`config.mk`:
```
export PLATFORM = sky130hd
export DESIGN_NAME = pattern_rotator_flat
export DESIGN_NICKNAME = d
export VERILOG_FILES = /design/src/rtl/pattern_rotator_pkg.sv /design/src/rtl/pattern_rotator_if.sv /design/src/rtl/pattern_rotator_rate_divider.sv /design/src/rtl/pattern_rotator.sv /design/src/flat_wrapper.sv
export SDC_FILE = /design/constraint.sdc
export NUM_CORES = 1
export LEC_CHECK = 0
export CAP_MARGIN = 5
export CELL_PAD_IN_SITES_DETAIL_PLACEMENT = 0
export CELL_PAD_IN_SITES_GLOBAL_PLACEMENT = 2
export CORE_AREA = 5 5 162 164
export CTS_CLUSTER_DIAMETER = 40
export CTS_CLUSTER_SIZE = 10
export DETAILED_ROUTE_END_ITERATION = 10
export DIE_AREA = 0 0 167 169
export PLACE_DENSITY = 0.9
export SYNTH_ARGS = -nofsm -noshare
export SYNTH_HDL_FRONTEND = slang
export SYNTH_SLANG_ARGS = --single-unit
```
`constraint.sdc`:
```
create_clock -name clk -period 4.1 [get_ports clk]
set_input_delay 0.41 -clock clk [delete_from_list [all_inputs] [get_ports clk]]
set_output_delay 0.41 -clock clk [all_outputs]
set_load 0.03 [all_outputs]
```
`src/rtl/pattern_rotator_pkg.sv`:
```
// Shared types and the array-rotate helper for the pattern rotator.
// The rotate function works on a flat vector so that any WIDTH x SIZE bank can use it.
package pattern_rotator_pkg;

   typedef enum logic [1:0] {IDLE, RUN, SINGLE} state_t;
   typedef enum logic {DIR_UP, DIR_DOWN} dir_t;

   // Upper bound on WIDTH*SIZE supported by rotate().
   localparam int MAX_BITS  = 2048;
   localparam int MAX_IDX_W = $clog2(MAX_BITS);

   // Up: entry i takes entry i-1 (entry 0 takes the last); down is the mirror image.
   function automatic logic [MAX_BITS-1:0] rotate(input logic [MAX_BITS-1:0] vec,
                                                  input int size, input int width,
                                                  input dir_t dir);
      logic [MAX_BITS-1:0]  res;
      logic [MAX_IDX_W-1:0] src;
      int                   total;
      res   = '0;
      total = size * width;
      for (int b = 0; b < MAX_BITS; b++) begin
         if (b < total) begin
            if (dir == DIR_UP)
               src = MAX_IDX_W'((b >= width) ? b - width : b - width + total);
            else
               src = MAX_IDX_W'((b + width < total) ? b + width : b + width - total);
            res[MAX_IDX_W'(b)] = vec[src];
         end
      end
      return res;
   endfunction

endpackage

```
`src/rtl/pattern_rotator_if.sv`:
```
// Control, write-port and status bundle of the pattern rotator.
// master drives commands and writes; slave is the rotator itself.
interface pattern_rotator_if #(
   parameter int WIDTH = 8,
   parameter int SIZE  = 16,
   parameter int DIV_W = 16
) ();

   localparam int ADDR_W = $clog2(SIZE);

   logic              start;
   logic              stop;
   logic              step;
   logic              dir;
   logic [DIV_W-1:0]  div_val;
   logic              wr_en;
   logic [ADDR_W-1:0] wr_addr;
   logic [WIDTH-1:0]  wr_data;
   logic              wr_ack;
   logic              wr_err;
   logic              busy;
   logic [ADDR_W-1:0] pos;
   logic              wrap;
   logic [WIDTH-1:0]  reg_out [SIZE];

   modport master (
      output start, stop, step, dir, div_val, wr_en, wr_addr, wr_data,
      input  wr_ack, wr_err, busy, pos, wrap, reg_out
   );

   modport slave (
      input  start, stop, step, dir, div_val, wr_en, wr_addr, wr_data,
      output wr_ack, wr_err, busy, pos, wrap, reg_out
   );

endinterface

```
`src/rtl/pattern_rotator_rate_divider.sv`:
```
// Programmable rate divider: ticks once every div_val+1 enabled cycles.
// clr holds the count at zero so each RUN period starts from a clean phase.
module rate_divider #(
   parameter int DIV_W = 16
) (
   input  logic             clk,
   input  logic             rst,
   input  logic             clr,
   input  logic             en,
   input  logic [DIV_W-1:0] div_val,
   output logic             tick
);

   logic [DIV_W-1:0] count_q;
   logic [DIV_W-1:0] count_d;

   // >= rather than == so a div_val lowered below the count still ticks and restarts.
   assign tick = en && (count_q >= div_val);

   always_comb begin
      // NOTE: every combinational output gets a default first, so no path can infer a latch.
      count_d = count_q;
      if (clr)
         count_d = '0;
      else if (en)
         count_d = tick ? '0 : count_q + DIV_W'(1);
   end

   always_ff @(posedge clk) begin
      // NOTE: state is updated with non-blocking assignments so all flops see pre-edge values.
      if (rst)
         count_q <= '0;
      else
         count_q <= count_d;
   end

endmodule

```
`src/rtl/pattern_rotator.sv`:
```
// Circular WIDTH x SIZE register bank rotating up or down, free-running or single-stepped.
// Holds the control FSM, the register array, the position counter and the write port.
module pattern_rotator
   import pattern_rotator_pkg::*;
#(
   parameter int                    WIDTH = 8,
   parameter int                    SIZE  = 16,
   parameter int                    DIV_W = 16,
   parameter logic [SIZE*WIDTH-1:0] INIT  = '0
) (
   input logic               clk,
   input logic               rst,
   pattern_rotator_if.slave  bus
);

   localparam int ADDR_W = $clog2(SIZE);
   localparam int TOTAL  = SIZE * WIDTH;

   state_t            state_q;
   state_t            state_d;
   logic [TOTAL-1:0]  regs_q;
   logic [TOTAL-1:0]  regs_d;
   logic [ADDR_W-1:0] pos_q;
   logic [ADDR_W-1:0] pos_d;
   logic              busy_q;
   logic              wr_ack_q;
   logic              wr_err_q;
   logic              wrap_q;

   logic              tick;
   logic              rotate_en;
   logic              wr_ok;
   dir_t              dir_s;

   assign dir_s = dir_t'(bus.dir);

   rate_divider #(
      .DIV_W (DIV_W)
   ) u_div (
      .clk     (clk),
      .rst     (rst),
      .clr     (state_q != RUN),
      .en      (state_q == RUN),
      .div_val (bus.div_val),
      .tick    (tick)
   );

   // Precedence in IDLE is stop > start > step; stop also cancels a pending single step.
   always_comb begin
      state_d   = state_q;
      rotate_en = 1'b0;
      unique case (state_q)
         IDLE: begin
            if (!bus.stop) begin
               if (bus.start)
                  state_d = RUN;
               else if (bus.step)
                  state_d = SINGLE;
            end
         end
         RUN: begin
            if (bus.stop)
               state_d = IDLE;
            else
               rotate_en = tick;
         end
         SINGLE: begin
            state_d   = IDLE;
            rotate_en = !bus.stop;
         end
         default: state_d = IDLE;
      endcase
   end

   assign wr_ok = bus.wr_en && (state_q == IDLE) && (int'(bus.wr_addr) < SIZE);

   // Rotation and an accepted write never share a cycle: writes are IDLE-only.
   always_comb begin
      regs_d = regs_q;
      pos_d  = pos_q;
      if (rotate_en) begin
         regs_d = TOTAL'(rotate(MAX_BITS'(regs_q), SIZE, WIDTH, dir_s));
         if (dir_s == DIR_DOWN)
            pos_d = (pos_q == '0) ? ADDR_W'(SIZE - 1) : pos_q - ADDR_W'(1);
         else
            pos_d = (pos_q == ADDR_W'(SIZE - 1)) ? '0 : pos_q + ADDR_W'(1);
      end
      if (wr_ok)
         regs_d[int'(bus.wr_addr) * WIDTH +: WIDTH] = bus.wr_data;
   end

   always_ff @(posedge clk) begin
      if (rst) begin
         // NOTE: the bank is real flops with a defined power-on pattern, so it is reset like any other state.
         state_q  <= IDLE;
         regs_q   <= INIT;
         pos_q    <= '0;
         busy_q   <= 1'b0;
         wr_ack_q <= 1'b0;
         wr_err_q <= 1'b0;
         wrap_q   <= 1'b0;
      end else begin
         state_q  <= state_d;
         regs_q   <= regs_d;
         pos_q    <= pos_d;
         busy_q   <= (state_d != IDLE);
         wr_ack_q <= wr_ok;
         wr_err_q <= bus.wr_en && !wr_ok;
         wrap_q   <= rotate_en && (pos_d == '0);
      end
   end

   assign bus.busy   = busy_q;
   assign bus.wr_ack = wr_ack_q;
   assign bus.wr_err = wr_err_q;
   assign bus.wrap   = wrap_q;
   assign bus.pos    = pos_q;

   for (genvar g = 0; g < SIZE; g++) begin : g_out
      assign bus.reg_out[g] = regs_q[g*WIDTH +: WIDTH];
   end

endmodule
```
`src/flat_wrapper.sv`:
```
// flat-port wrapper written by rule: the top's interface ports become plain ports
module pattern_rotator_flat import pattern_rotator_pkg::*;
#(
   parameter int                    WIDTH = 8,
   parameter int                    SIZE  = 16,
   parameter int                    DIV_W = 16,
   parameter logic [SIZE*WIDTH-1:0] INIT  = '0
)
  (clk, rst, bus_start, bus_stop, bus_step, bus_dir, bus_div_val, bus_wr_en, bus_wr_addr, bus_wr_data, bus_wr_ack, bus_wr_err, bus_busy, bus_pos, bus_wrap, bus_reg_out);
  pattern_rotator_if #(.WIDTH(WIDTH), .SIZE(SIZE), .DIV_W(DIV_W)) bus_i ();
  input logic clk;
  input logic rst;
  input wire logic [$bits(bus_i.start)-1:0] bus_start;
  input wire logic [$bits(bus_i.stop)-1:0] bus_stop;
  input wire logic [$bits(bus_i.step)-1:0] bus_step;
  input wire logic [$bits(bus_i.dir)-1:0] bus_dir;
  input wire logic [$bits(bus_i.div_val)-1:0] bus_div_val;
  input wire logic [$bits(bus_i.wr_en)-1:0] bus_wr_en;
  input wire logic [$bits(bus_i.wr_addr)-1:0] bus_wr_addr;
  input wire logic [$bits(bus_i.wr_data)-1:0] bus_wr_data;
  output wire logic [$bits(bus_i.wr_ack)-1:0] bus_wr_ack;
  output wire logic [$bits(bus_i.wr_err)-1:0] bus_wr_err;
  output wire logic [$bits(bus_i.busy)-1:0] bus_busy;
  output wire logic [$bits(bus_i.pos)-1:0] bus_pos;
  output wire logic [$bits(bus_i.wrap)-1:0] bus_wrap;
  output wire logic [$bits(bus_i.reg_out)-1:0] bus_reg_out;
  assign bus_i.start = bus_start;
  assign bus_i.stop = bus_stop;
  assign bus_i.step = bus_step;
  assign bus_i.dir = bus_dir;
  assign bus_i.div_val = bus_div_val;
  assign bus_i.wr_en = bus_wr_en;
  assign bus_i.wr_addr = bus_wr_addr;
  assign bus_i.wr_data = bus_wr_data;
  assign bus_wr_ack = bus_i.wr_ack;
  assign bus_wr_err = bus_i.wr_err;
  assign bus_busy = bus_i.busy;
  assign bus_pos = bus_i.pos;
  assign bus_wrap = bus_i.wrap;
  assign bus_reg_out = {>>{bus_i.reg_out}};
  pattern_rotator #(.WIDTH(WIDTH), .SIZE(SIZE), .DIV_W(DIV_W), .INIT(INIT)) u_core (.clk(clk), .rst(rst), .bus(bus_i));
endmodule
```
==> impl_metrics.csv <==
group,metric,value,unit
synth,ys_seq_area_share,36.5,%
global_route,grt_overflow_total,0,
timing,timing.final.crit_period,3.15,ns
worst_setup_path,cp_slowest_cell,"or4_1",
placed_design,gp_congestion,0.906,
clocking,cts_tree,"yes",
power,p_int,2.66,mW
final_layout,final_cells,1379,
placed_design,io_buffers,170,
worst_setup_path,critPathKind,"primary input to register",
floorplan,initial_core_util,34.2,%
power,power_leakage,4.95,nW
placed_design,dpl.hpwl,24000,um
synth,synth-edff-count,0,
clocking,cts_buffer_depth,2,
synth,synth_xor_area_share,1.55,%
placed_design,place_area,10600,um^2
power,finalPower,3.59,mW
clocking,cts-htree-levels,4,
route,routed_wl,32700,um
flow_run,drv_cap,0,
floorplan,rows,58,
floorplan,die_area,28200,um^2
worst_setup_path,reg2reg_from,"u_core.u_div.count_q[13]",
hold_path,hold_path_depth,1,
power,p_sw_share,26.0,%
global_route,grt_util_all_layers,22.2,%
final_layout,stdcell_area,11200,um^2
clocking,clk_latency,0.43,ns
synth,synthMuxAreaShare,31.8,%
power,p_clk_share,48.5,%
worst_setup_path,reg2reg_depth,10,
final_layout,multi_input_area,5070,um^2
worst_setup_path,cp.required,4.41,ns
power,pwr-share-comb,9.1,%
placed_design,dp_cells,1347,
synth,synth_compound_area_share,12.0,%
worst_setup_path,max_stage_delay,0.56,ns
synth,synth_fa_ha_area_share,3.55,%
synth,ys_ff_latch,154,
clocking,numCtsBuffers,17,
synth,synth_top_family_by_area,"multiplexers",
power,p_sw,0.931,mW
synth,syn_nets,926,
timing,setup_viol,0,
floorplan,fp.dieW,167,um
route,dr.first_iter.drc_count,764,
hold_path,holdCritPathClass,"register to register",
hold_path,min_from,"u_core.u_div.count_q[0]",
clocking,clkSlewWorstSetupHoldPaths,0.07,ns
global_route,grt_pass1_vias,7522,
timing,tns,0,ns
timing,final_hold_viol_count,0,
worst_setup_path,crit_fanout,12,
synth,synthSimpleGateAreaFrac,11.0,%
timing,fmaxAchievable,0.318,GHz
clocking,cts_hold_buffers,0,
worst_setup_path,worstSetupStartpointType,"primary input",
synth,yosys.cell_types.count,44,
clocking,cts_sinks,154,
floorplan,die_y,169,um
route,ant_nets,0,
timing,skew,0.0147,ns
timing,timing.final.crit_share,76.8,%
synth,syn_inst,867,
route,drcViolationCount,0,
route,via_count,7761,
synth,syn_area_per_cell,9.75,um^2
synth,ys.flop_type,"dfxtp_1",
power,p_per_area,320,nW/um^2
global_route,antenna_found_initial,2,
timing,rsz0062_at_grt,"false",
route,wl_per_cell,23.7,um
floorplan,io_pins,171,
floorplan,core_area,24700,um^2
final_layout,nFillCells,2389,
final_layout,area_delta_synth_final,32.7,%
worst_setup_path,crit_arrival,3.45,ns
timing,slew_headroom,50.6,%
global_route,grt_pass1_wl,48000,um
final_layout,ff_latch_area,3080,um^2
final_layout,final_core_util,45.3,%
hold_path,timing.hold.worst_endpoint,"u_core.u_div.count_q[0]",
power,peakVddDrop,246,uV
synth,syn-cell-area,8450,um^2
worst_setup_path,cp-end-kind,"register",
clocking,cts_root_buf,"clkbuf_16",
route,first_pass_iters,5,
worst_setup_path,worstReg2RegEnd,"u_core.regs_q[120]",
synth,async_reset_ff_share,0,%
final_layout,finalNetCount,1095,
timing,worst-slew-pin-transition,0.736,ns
clocking,postCtsSetupRepairBufs,0,
outcome,status,"completed",
synth,yosysWarnings,0,
route,vias_per_cell,5.63,
power,power_frac_seq,42.3,%
global_route,grt_max_degree,70,
final_layout,drive_gt1_share,17.4,%
clocking,cts_resized,0,
worst_setup_path,path_cells,"clkdlybuf4s50_1, inv_1, ha_1, nand4_1, or3_1, or4_1, a31oi_1, o21ai_4, buf_12, buf_4, mux2i_1, o22ai_1",
worst_setup_path,r2r_slack,1.11,ns
timing,drv_slew,0,
worst max-delay path: cells and delay by family:
family	cells	cell delay, ns
AND/OR/NAND/NOR	3	1.12
buffers and inverters	4	0.87
AO/OA/AOI/OAI	3	0.52
adder cells (fa/ha/maj)	1	0.29
multiplexers	1	0.23
state kept, by name, indices dropped and copies added, names as in the netlist:
signal                flops
u_core.bus.wrap           1
u_core.u_div.count_q     16
u_core.state_q            2
u_core.regs_q           128
u_core.bus.pos            4
u_core.bus.wr_err         1
u_core.bus.wr_ack         1
u_core.bus.busy           1
per-layer routing:
| metal | track usage, % | up-vias | part of all wire [%] |
|---|---|---|---|
| met2 | 34.5 | 301 | 45 |
| met3 | 5.63 | 53 | 7.5 |
| li1 | - | 3590 | - |
| met5 | 0 | - | 0.040 |
| met1 | 29.9 | 3815 | 44 |
| met4 | 8.15 | 2 | 3.1 |
metrics by stage:
stage               hold WS, ns  worst slack (ns)
global placement          0.468             0.493
finish                    0.484             0.952
floorplan                 0.441              1.37
global route              0.541             0.788
detailed placement        0.479             0.470
CTS                       0.489             0.913
cell type report:
cell class / count / area share [%]
multi-input combinational: 644 / 45.2
antenna: 1 / 0.0223
clock inverter: 14 / 1.84
tap: 330 / 3.68
sequential: 154 / 27.5
clock buffer: 17 / 3.79
inverter: 28 / 0.937
timing repair buffer: 191 / 17.0
kinds of logic (layout without fill, tap and decap cells):
logic type	count (synthesis)	in the layout
mux	253	253
simple gates	191	191
compound gates	161	161
flops	154	154
buf+inv	69	250
fa+ha+maj	24	24
xor+xnor	15	15
other cells	0	1
how the worst max path moves through the flow:
stage | startpoint | endpoint | slack, ns
floorplan | bus_div_val[15] | u_core.bus.pos[0] | 1.37
global placement | bus_div_val[13] | u_core.bus.pos[2] | 0.49
detailed placement | bus_div_val[13] | u_core.regs_q[120] | 0.47
CTS | bus_div_val[13] | u_core.regs_q[120] | 0.91
global route | bus_div_val[13] | u_core.regs_q[120] | 0.79
finish | bus_div_val[13] | u_core.regs_q[120] | 0.95
cells in the mapped netlist (12+ instances only):
master,n,area (um^2)
a21oi_1,13,65.1
buf_4,12,90.1
clkbuf_1,24,90.1
dfxtp_1,154,3080
ha_1,24,300
inv_1,28,105
mux2_2,124,1400
mux2i_1,129,1290
nand2_1,72,270
nor2_1,38,143
nor3_1,12,60.1
o22ai_1,124,776
power groups by stage:
| stage | logic [mW] | registers, mW | clock network [mW] |
|---|---|---|---|
| 6_report | 0.328 | 1.52 | 1.74 |
| 5_1_grt | 0.344 | 1.52 | 1.81 |
| 4_1_cts | 0.323 | 1.52 | 1.75 |
| 3_3_place_gp | 0.322 | 1.55 | 0 |
| 3_5_place_dp | 0.322 | 1.55 | 0 |
| 2_1_floorplan | 0.167 | 1.56 | 0 |
placed cells by master (no fill, tap or decap), types with 3 or more instances in the layout:
cell type and count:
a21oi_1 13, mux2i_1 129, nor4_1 5, nand2_1 72, buf_12 4, nor2_1 38, and4_1 4, nor3_1 12
o22ai_1 124, a31oi_1 3, clkdlybuf4s50_1 169, inv_1 28, a311o_1 4, dfxtp_1 154, ha_1 24, and3_1 4
mux2_2 124, o21ai_0 5, clkinvlp_4 3, nor2b_1 9, nand4_1 8, xor2_1 10, buf_4 18, inv_6 6
xnor2_1 5, or4_1 6, clkbuf_16 17, bufinv_16 4, nand3_1 10, nand2b_1 10
(Power assumes the default switching activity.)
